## config.mk

```make
export PLATFORM = sky130hd
export DESIGN_NAME = alu_wb_stage
export DESIGN_NICKNAME = d
export VERILOG_FILES = /design/src/rtl/zindan_pkg.sv /design/src/rtl/wb_fifo.sv /design/src/rtl/alu_wb_stage.sv
export SDC_FILE = /design/constraint.sdc
export NUM_CORES = 1
export LEC_CHECK = 0
export ABC_AREA = 1
export CORE_UTILIZATION = 50
export DETAILED_ROUTE_END_ITERATION = 10
export PLACE_DENSITY = 0.79
export SYNTH_ARGS = -nofsm -noshare
export SYNTH_HDL_FRONTEND = slang
export SYNTH_HIERARCHICAL = 1
export SYNTH_SLANG_ARGS = --single-unit
```

## constraint.sdc

```tcl
create_clock -name clk -period 4 [get_ports clk]
set_clock_uncertainty 0.15 [all_clocks]
set_input_delay 1 -clock clk [delete_from_list [all_inputs] [get_ports clk]]
set_output_delay 1 -clock clk [all_outputs]
set_load 0.01 [all_outputs]
```

## src/rtl/zindan_pkg.sv

```systemverilog
// Shared definitions for the ALU writeback stage: default widths, the
// hard-wired zero register index, the chaos-trap data pattern and the
// encoding used to classify the entry at the head of the writeback FIFO.
package zindan_pkg;

  localparam int DATA_W_DEF = 32;
  localparam int REG_AW_DEF = 5;

  localparam int          ZERO_REG      = 0;
  localparam logic [31:0] CHAOS_PATTERN = 32'hDEADBEEF;

  typedef enum logic [1:0] {
    KIND_WRITE  = 2'd0,
    KIND_BRANCH = 2'd1,
    KIND_DROP   = 2'd2
  } head_kind_e;

  // Branches never write a register; non-branch writes to x0 are discarded.
  function automatic head_kind_e classify_head(input logic is_branch,
                                               input logic rd_is_zero);
    if (is_branch)
      return KIND_BRANCH;
    else if (rd_is_zero)
      return KIND_DROP;
    else
      return KIND_WRITE;
  endfunction

endpackage

```

## src/rtl/wb_fifo.sv

```systemverilog
// Small synchronous FIFO for the writeback stage. The caller qualifies push
// (never when full) and pop (never when empty); the head entry is always
// visible on rd_data so the consumer can decode it without a read latency.
// Storage is not reset: only pointers and occupancy carry meaning after reset.
module wb_fifo #(
  parameter int WIDTH = 39,
  parameter int DEPTH = 2
) (
  input  logic                     clk,
  input  logic                     rst_n,
  input  logic                     push,
  input  logic [WIDTH-1:0]         wr_data,
  input  logic                     pop,
  output logic [WIDTH-1:0]         rd_data,
  output logic                     empty,
  output logic [$clog2(DEPTH):0]   count
);

  localparam int PW = $clog2(DEPTH);
  localparam int CW = PW + 1;

  logic [WIDTH-1:0] mem [DEPTH];
  logic [PW-1:0]    wr_ptr;
  logic [PW-1:0]    rd_ptr;

  // Pointer and occupancy state; DEPTH is a power of two so pointers wrap naturally.
  always_ff @(posedge clk or negedge rst_n) begin
    if (!rst_n) begin
      wr_ptr <= '0;
      rd_ptr <= '0;
      count  <= '0;
    end else begin
      if (push)
        wr_ptr <= wr_ptr + 1'b1;
      if (pop)
        rd_ptr <= rd_ptr + 1'b1;
      case ({push, pop})
        2'b10:   count <= count + 1'b1;
        2'b01:   count <= count - 1'b1;
        default: count <= count;
      endcase
    end
  end

  // Entry storage, written at the write pointer on an accepted push.
  always_ff @(posedge clk) begin
    if (push)
      mem[wr_ptr] <= wr_data;
  end

  assign rd_data = mem[rd_ptr];
  assign empty   = (count == CW'(0));

endmodule

```

## src/rtl/alu_wb_stage.sv

```systemverilog
// ALU writeback stage. Queues ALU results in a small FIFO and drains the head
// entry to the register-file write port (valid/ready), to a one-cycle branch
// resolution pulse, or silently for writes to x0. Counts every retired entry.
// Optional feature macro: ZINDAN_CHAOS_TRAP_EN adds the sticky chaos_trap
// output, set when a register write of 32'hDEADBEEF retires.
module alu_wb_stage
  import zindan_pkg::*;
#(
  parameter int DATA_W = DATA_W_DEF,
  parameter int REG_AW = REG_AW_DEF,
  parameter int DEPTH  = 2
) (
  input  logic                   clk,
  input  logic                   rst_n,
  input  logic                   in_valid,
  output logic                   in_ready,
  input  logic [DATA_W-1:0]      in_result,
  input  logic                   in_zero,
  input  logic [REG_AW-1:0]      in_rd,
  input  logic                   in_is_branch,
  output logic                   wb_valid,
  input  logic                   wb_ready,
  output logic [REG_AW-1:0]      wb_addr,
  output logic [DATA_W-1:0]      wb_data,
  output logic                   branch_valid,
  output logic                   branch_taken,
  output logic [31:0]            retire_cnt,
  output logic [$clog2(DEPTH):0] fifo_count
`ifdef ZINDAN_CHAOS_TRAP_EN
  ,
  output logic                   chaos_trap
`endif
);

  localparam int CW      = $clog2(DEPTH) + 1;
  localparam int ENTRY_W = DATA_W + REG_AW + 2;

  // Entry layout, MSB first: {is_branch, zero, rd, result}
  logic [ENTRY_W-1:0] push_entry;
  logic [ENTRY_W-1:0] head_entry;
  logic               fifo_empty;
  logic               push;
  logic               pop;
  logic               ready_en;

  logic [DATA_W-1:0]  head_result;
  logic [REG_AW-1:0]  head_rd;
  logic               head_zero;
  logic               head_br;
  head_kind_e         head_kind;

  assign push_entry = {in_is_branch, in_zero, in_rd, in_result};

  wb_fifo #(
    .WIDTH (ENTRY_W),
    .DEPTH (DEPTH)
  ) u_fifo (
    .clk     (clk),
    .rst_n   (rst_n),
    .push    (push),
    .wr_data (push_entry),
    .pop     (pop),
    .rd_data (head_entry),
    .empty   (fifo_empty),
    .count   (fifo_count)
  );

  // Holds off acceptance until the first clock edge after reset is released.
  always_ff @(posedge clk or negedge rst_n) begin
    if (!rst_n)
      ready_en <= 1'b0;
    else
      ready_en <= 1'b1;
  end

  // Depends only on registered state, never on wb_ready, so a full FIFO
  // blocks a push even in a cycle where the head pops.
  assign in_ready = ready_en && (fifo_count < CW'(DEPTH));
  assign push     = in_valid && in_ready;

  assign head_result = head_entry[DATA_W-1:0];
  assign head_rd     = head_entry[DATA_W +: REG_AW];
  assign head_zero   = head_entry[DATA_W + REG_AW];
  assign head_br     = head_entry[DATA_W + REG_AW + 1];
  assign head_kind   = classify_head(head_br, head_rd == REG_AW'(ZERO_REG));

  // Drive the write port, branch pulse and pop decision from the head entry.
  always_comb begin
    wb_valid     = 1'b0;
    wb_addr      = head_rd;
    wb_data      = head_result;
    branch_valid = 1'b0;
    branch_taken = 1'b0;
    pop          = 1'b0;
    if (!fifo_empty) begin
      case (head_kind)
        KIND_WRITE: begin
          wb_valid = 1'b1;
          pop      = wb_ready;
        end
        KIND_BRANCH: begin
          branch_valid = 1'b1;
          branch_taken = head_zero;
          pop          = 1'b1;
        end
        default: begin
          pop = 1'b1;
        end
      endcase
    end
  end

  // Free-running count of retired entries of every kind; wraps at 2^32.
  always_ff @(posedge clk or negedge rst_n) begin
    if (!rst_n)
      retire_cnt <= 32'd0;
    else if (pop)
      retire_cnt <= retire_cnt + 32'd1;
  end

`ifdef ZINDAN_CHAOS_TRAP_EN
  // Sticky flag: set when a register write of the chaos pattern retires.
  always_ff @(posedge clk or negedge rst_n) begin
    if (!rst_n)
      chaos_trap <= 1'b0;
    else if (pop && (head_kind == KIND_WRITE) && (head_result == DATA_W'(CHAOS_PATTERN)))
      chaos_trap <= 1'b1;
  end
`endif

endmodule
```

After elaboration in Yosys (flattened, before gate mapping). Memories as Yosys holds them, arrays and structs flattened. Index checks and enable logic that the tools add are counted.

Output and inout bits: 75. RAM bits: 78. Register bits after elaboration: 37. Input port bits: 43. Memories kept: 1. Logic and storage cells: 34.

Equality and inequality tests: 3. Magnitude comparators: 1. Reductions and logical operators: 6. Add/subtract/negate cells: 5. Muxes and demuxes: 13.

Memories: u_fifo.mem (depth 2, width 39, read ports 1, clocked after Yosys merged registers in 0, write ports 1, RTL line wb_fifo.sv:22) `logic [WIDTH-1:0] mem [DEPTH];`.

Operators by type and width (count): 32-bit by 1-bit adder with 32-bit output (second input constant) (1); 1-bit 2-to-1 mux (10); 5-bit zero test (1); 2-bit by 1-bit equality test with 1-bit output (second input constant) (2); 2-bit zero test (2); 2-bit 2-to-1 mux (2); 2-bit one-hot mux with 2 select lines (1); 1-bit adder (second input constant) (2); 2-bit by 1-bit adder with 2-bit output (second input constant) (1); 2-bit equality test (second input constant) (1); 1-bit logical AND (2); 2-bit < comparator (second input constant) (1); 2-bit nonzero test (1); 2-bit by 1-bit subtractor with 2-bit output (second input constant) (1).

Logic depth before layout (Yosys ltp). An unclocked memory read counts as a cell.

Depth after elaboration: 9. Depth in mapped cells: 17. Mapped depth without buffers: 13.

Hierarchy. The synthesis kept the hierarchy.

Modules (own cells, without submodules): wb_fifo (times used 1, area each 3110.5 um2, cells an instance 227, sequential area each 2442.3 um2); alu_wb_stage (times used 1, area each 2140.8 um2, cells an instance 313, sequential area each 825.8 um2).

Worst setup path after synthesis. No wires, ideal clock.

Kind: input port to flip-flop. Start point: input in_valid. End point: memory u_fifo.mem[0][0] (enable). Data required time: 3.415 ns. Path buffers: 0. Stages on the path: 3. Path slack: 0.349 ns. Arrival time: 3.066 ns. Setup time: 0.435 ns. Cells stage by stage: nor3b_1 inv_1 nor2_1.

Word-level cells in the longest chain between the ends: 3.

RTL lines: start: declaration (RTL line alu_wb_stage.sv:15) `input logic in_valid,`; 1-bit logical AND (RTL line alu_wb_stage.sv:79) `assign push = in_valid && in_ready;`; 1-bit 2-to-1 mux (RTL line wb_fifo.sv:47) `if (push)`; 1-bit 2-to-1 mux (implied by the code) (RTL line wb_fifo.sv:48) `mem[wr_ptr] <= wr_data;`; end: declaration (RTL line wb_fifo.sv:22).

No other way between the ends.

Final worst setup path.
Start point: register u_fifo.rd_ptr. End point: output wb_valid.

Word-level cells in the longest chain between the ends: 7.

RTL lines: start: declaration (RTL line wb_fifo.sv:24) `logic [PW-1:0] rd_ptr;`; start signal: assignment (RTL line wb_fifo.sv:36) `rd_ptr <= rd_ptr + 1'b1;`; memory 2 x 39 bit *; 5-bit zero test (RTL line alu_wb_stage.sv:85) `assign head_kind = classify_head(head_br, head_rd == REG_AW'(ZERO_REG));`; 2-bit 2-to-1 mux (RTL line zindan_pkg.sv:23) `else if (rd_is_zero)`; 2-bit 2-to-1 mux * (RTL line zindan_pkg.sv:21) `if (is_branch)`; 2-bit zero test * (RTL line alu_wb_stage.sv:96) `case (head_kind)`; 1-bit 2-to-1 mux * (RTL line alu_wb_stage.sv:96); 1-bit 2-to-1 mux * (RTL line alu_wb_stage.sv:95) `if (!fifo_empty) begin`; end: declaration (RTL line alu_wb_stage.sv:21) `output logic wb_valid,`.

Every way passes the cells marked *; elsewhere a longest branch is shown, timed or not.

==> summary.txt <==
Outcome
  – Run status: complete, no violations

Run
  – Max-cap check violation count: 0

Power
  – Int Pwr: 3.18 mW
  – Peak supply drop: 0.351 mV
  – Combinational share of power: approximately 28%
  – Clock power share: 36.6%
  – NetSw: 1.35 mW
  – Switching Fraction: 29.8%
  – Power per cell area: ~630 nW/um2
  – Pleak: between 2 and 3 nW
  – Reg power frac: 35.6%

Global route
  – Met3 Use GR: 5.89%
  – Initial antenna violation count: 0
  – First-pass GRT wire length: 18900 um
  – Vias in the first global route: 4003
  – Grt met1 use: around 28%
  – Largest net degree at the start of global routing: 61
  – Most Used Layer, Global Route: met2
  – Met2 usage: 37.5%
  – Gr ovfl total: 0
  – GRT Total Usage: 22.4%

Routing
  – Drt drc: 0
  – Via count: between 4000 and 5000
  – Total wire length: about 12000 um
  – Wire length per cell: 14.1 um
  – Via density: 5.03
  – Iteration-0 DRC Markers: 267
  – DR pass1 iterations: 5
  – Antenna-violating nets left: 0

Placement
  – Detail Placement HPWL: between 7000 and 8000 um
  – Placed Area: between 6000 and 7000 um2
  – Routability cong.: approximately 0.9
  – Port buffer count: 117

Timing
  – Slew at the pin closest to its max-slew limit: 0.660 ns
  – Setup TNS: 0 ns
  – Pins over their slew limit: 0
  – Endpoints failing hold: 0
  – Final setup fails: 0
  – WHS: between 0.3 and 0.4 ns
  – Min Clock Period, post-route: roughly 3.6 ns
  – Slew HR: 55.9%
  – Max Freq: around 280 MHz
  – RSZ-0062 raised after global routing: no
  – Tcrit/Tclk final: roughly nine tenths

Synthesis
  – Post-Syn Nets: 585
  – Synth Instances: 540
  – Avg Synthesized Cell Area: 9.72 um2
  – Cell variety after synth: 30
  – Register area share after synthesis: 62.2%
  – Cell Area, Synth: 5250 um2
  – Synth area leaders: edfxtp_1 (45%), dfrtp_1 (18%), nand2_1 (11%)
  – YS warnings: 6
  – Leading area contributor after synthesis: edfxtp_1
  – FF+latch count, synth: around 120
  – Top-area cell type share of the netlist area: approximately 45%

Clocking
  – Clock sink count: 115
  – Reg clk slew, reported paths: 0.05 ns
  – Htree depth: 4
  – Root buf cell: clkbuf_8
  – # Post-CTS Setup Buffers: 0
  – CTS tree: built
  – Num CTS Buffers: 17
  – Worst skew pair latency: 0.51 ns
  – CTS Buffer Depth: 2

Die
  – Starting Density: 51.3%
  – # IOs: 118
  – Die H: 104 um
  – # rows: 37
  – Core footprint: 10200 um2
  – Die ar.: 10900 um2
  – Die width: between 100 and 150 um

Setup path
  – Critical path startpoint category: register
  – Arrival time of the worst setup path: 2.42 ns
  – Path depth of the worst reg2reg path: 11
  – R2R Path Start: u_fifo/rd_ptr
  – WP data required: 2.85 ns
  – Crit Path Category: reg2out
  – Worst reg2reg setup slack: 1.15 ns
  – Crit-path max FO: 60
  – Reg2reg end: u_fifo/count[1]
  – CP endpoint kind: primary output

Hold path
  – Min-delay worst type: reg2reg
  – HP Start: retire_cnt[31]
  – Min-Delay Path Depth: 2
  – Worst hold endpoint: retire_cnt[31]

Layout
  – ANT cells: 0
  – Final instance area: 7170 um2
  – Area Growth Syn to Fin: 36.5%
  – Share of layout cells above drive strength 1: 7.95%
  – Fin nets: 711
==> worst max-delay path: stages (launching register included) <==
cell,delay [ns]
dfrtp_4,0.69
o21ai_0,0.32
nor2_1,0.07
nand3b_1,0.11
nand2_1,0.06
nor2_1,0.09
clkdlybuf4s50_1,0.55
==> how the worst max path moves through the flow <==
| stage | start | end | slack [ns] |
|---|---|---|---|
| 2_1_floorplan | in_valid | u_fifo/mem[0][0] | 0.35 |
| 3_3_place_gp | u_fifo/rd_ptr | wb_valid | 0.84 |
| 3_5_place_dp | u_fifo/rd_ptr | wb_valid | 0.72 |
| 4_1_cts | u_fifo/rd_ptr | wb_valid | 0.20 |
| 5_1_grt | u_fifo/rd_ptr | wb_valid | 0.23 |
| 6_report | u_fifo/rd_ptr | wb_valid | 0.43 |
==> repair_timing <==
action | in CTS | in global routing
gates resized for setup | 0 | 1
endpoints found under the setup margin | 0 | 1
hold buffers | 0 | 0
==> registers in the layout (all words and copies together) (netlist names) <==
name / count
u_fifo/rd_ptr: 1
u_fifo/count: 2
ready_en: 1
u_fifo/mem: 78
retire_cnt: 32
u_fifo/wr_ptr: 1
==> layout by cell type, fill, tap and decap left out, types with 2 or more instances in the layout <==
cell type and n:
and2_1 3, buf_4 5, bufinv_16 6, clkbuf_1 2, clkbuf_16 16, clkdlybuf4s50_1 117, clkinv_2 2, clkinv_4 2
clkinvlp_4 2, dfrtp_1 36, edfxtp_1 78, ha_1 2, inv_1 84, nand2_1 151, nand2_2 6, nand3_1 17
nand3b_1 12, nand4_1 6, nor2_1 46, nor2_2 2, nor2_4 6, o21ai_0 40, o21ai_1 18, xnor2_1 3
xor2_1 6
==> layout make-up <==
class                   instances  area [um2]
well taps                     136         170
clock inverters                13         231
inverters                      85         319
flip-flops and latches        115        3270
repair buffers                122        1210
multi-input cells             325        1550
fillers                       748        3060
clock buffers                  19         422
==> logic make-up (layout without fill, tap and decap cells) <==
group | after synthesis | count (layout) | synth area share, %
flip-flops | 115 | 115 | 62.2
buffers and inverters | 100 | 239 | 8.46
AO/OA/AOI/OAI | 60 | 60 | 5.84
AND/OR/NAND/NOR | 253 | 253 | 21.4
adder cells (fa/ha/maj) | 2 | 2 | 0.476
XOR/XNOR | 9 | 9 | 1.50
other | 1 | 1 | 0.0714
==> routing by layer <==
metal,vias up,routed length [um]
met2,143,5710
met5,-,0
met1,1948,5100
met3,19,548
met4,0,181
li1,1987,-
==> metrics by stage <==
stage	worst slack (ns)	total power [mW]	utilization (%)	instances
after floorplan	0.349	2.30	-	540
after global placement	0.837	2.84	63.7	783
after detailed placement	0.720	2.89	63.7	783
after CTS	0.204	4.55	70.1	815
after global routing	0.235	4.74	70.1	815
final	0.432	4.52	70.1	815
==> synth_stat cells (all sizes together) <==
library cell / count
nand3b: 12
nand4: 6
ha: 2
o21ai: 59
nand2: 158
xnor2: 3
and2: 3
inv: 85
nor3b: 1
buf: 13
dfrtp: 37
nor2: 55
conb: 1
clkbuf: 2
nand3: 17
edfxtp: 78
xor2: 6
o21bai: 1
nor3: 1
==> power by group through the flow <==
stage               Sequential [mW]  Clock (mW)  Combinational, mW
floorplan                      1.55           0              0.751
global route                   1.64        1.73               1.37
finish                         1.61        1.65               1.26
CTS                            1.61        1.68               1.27
global placement               1.62           0               1.22
detailed placement             1.63           0               1.26
Note: power is estimated with default switching activity, not from simulation.
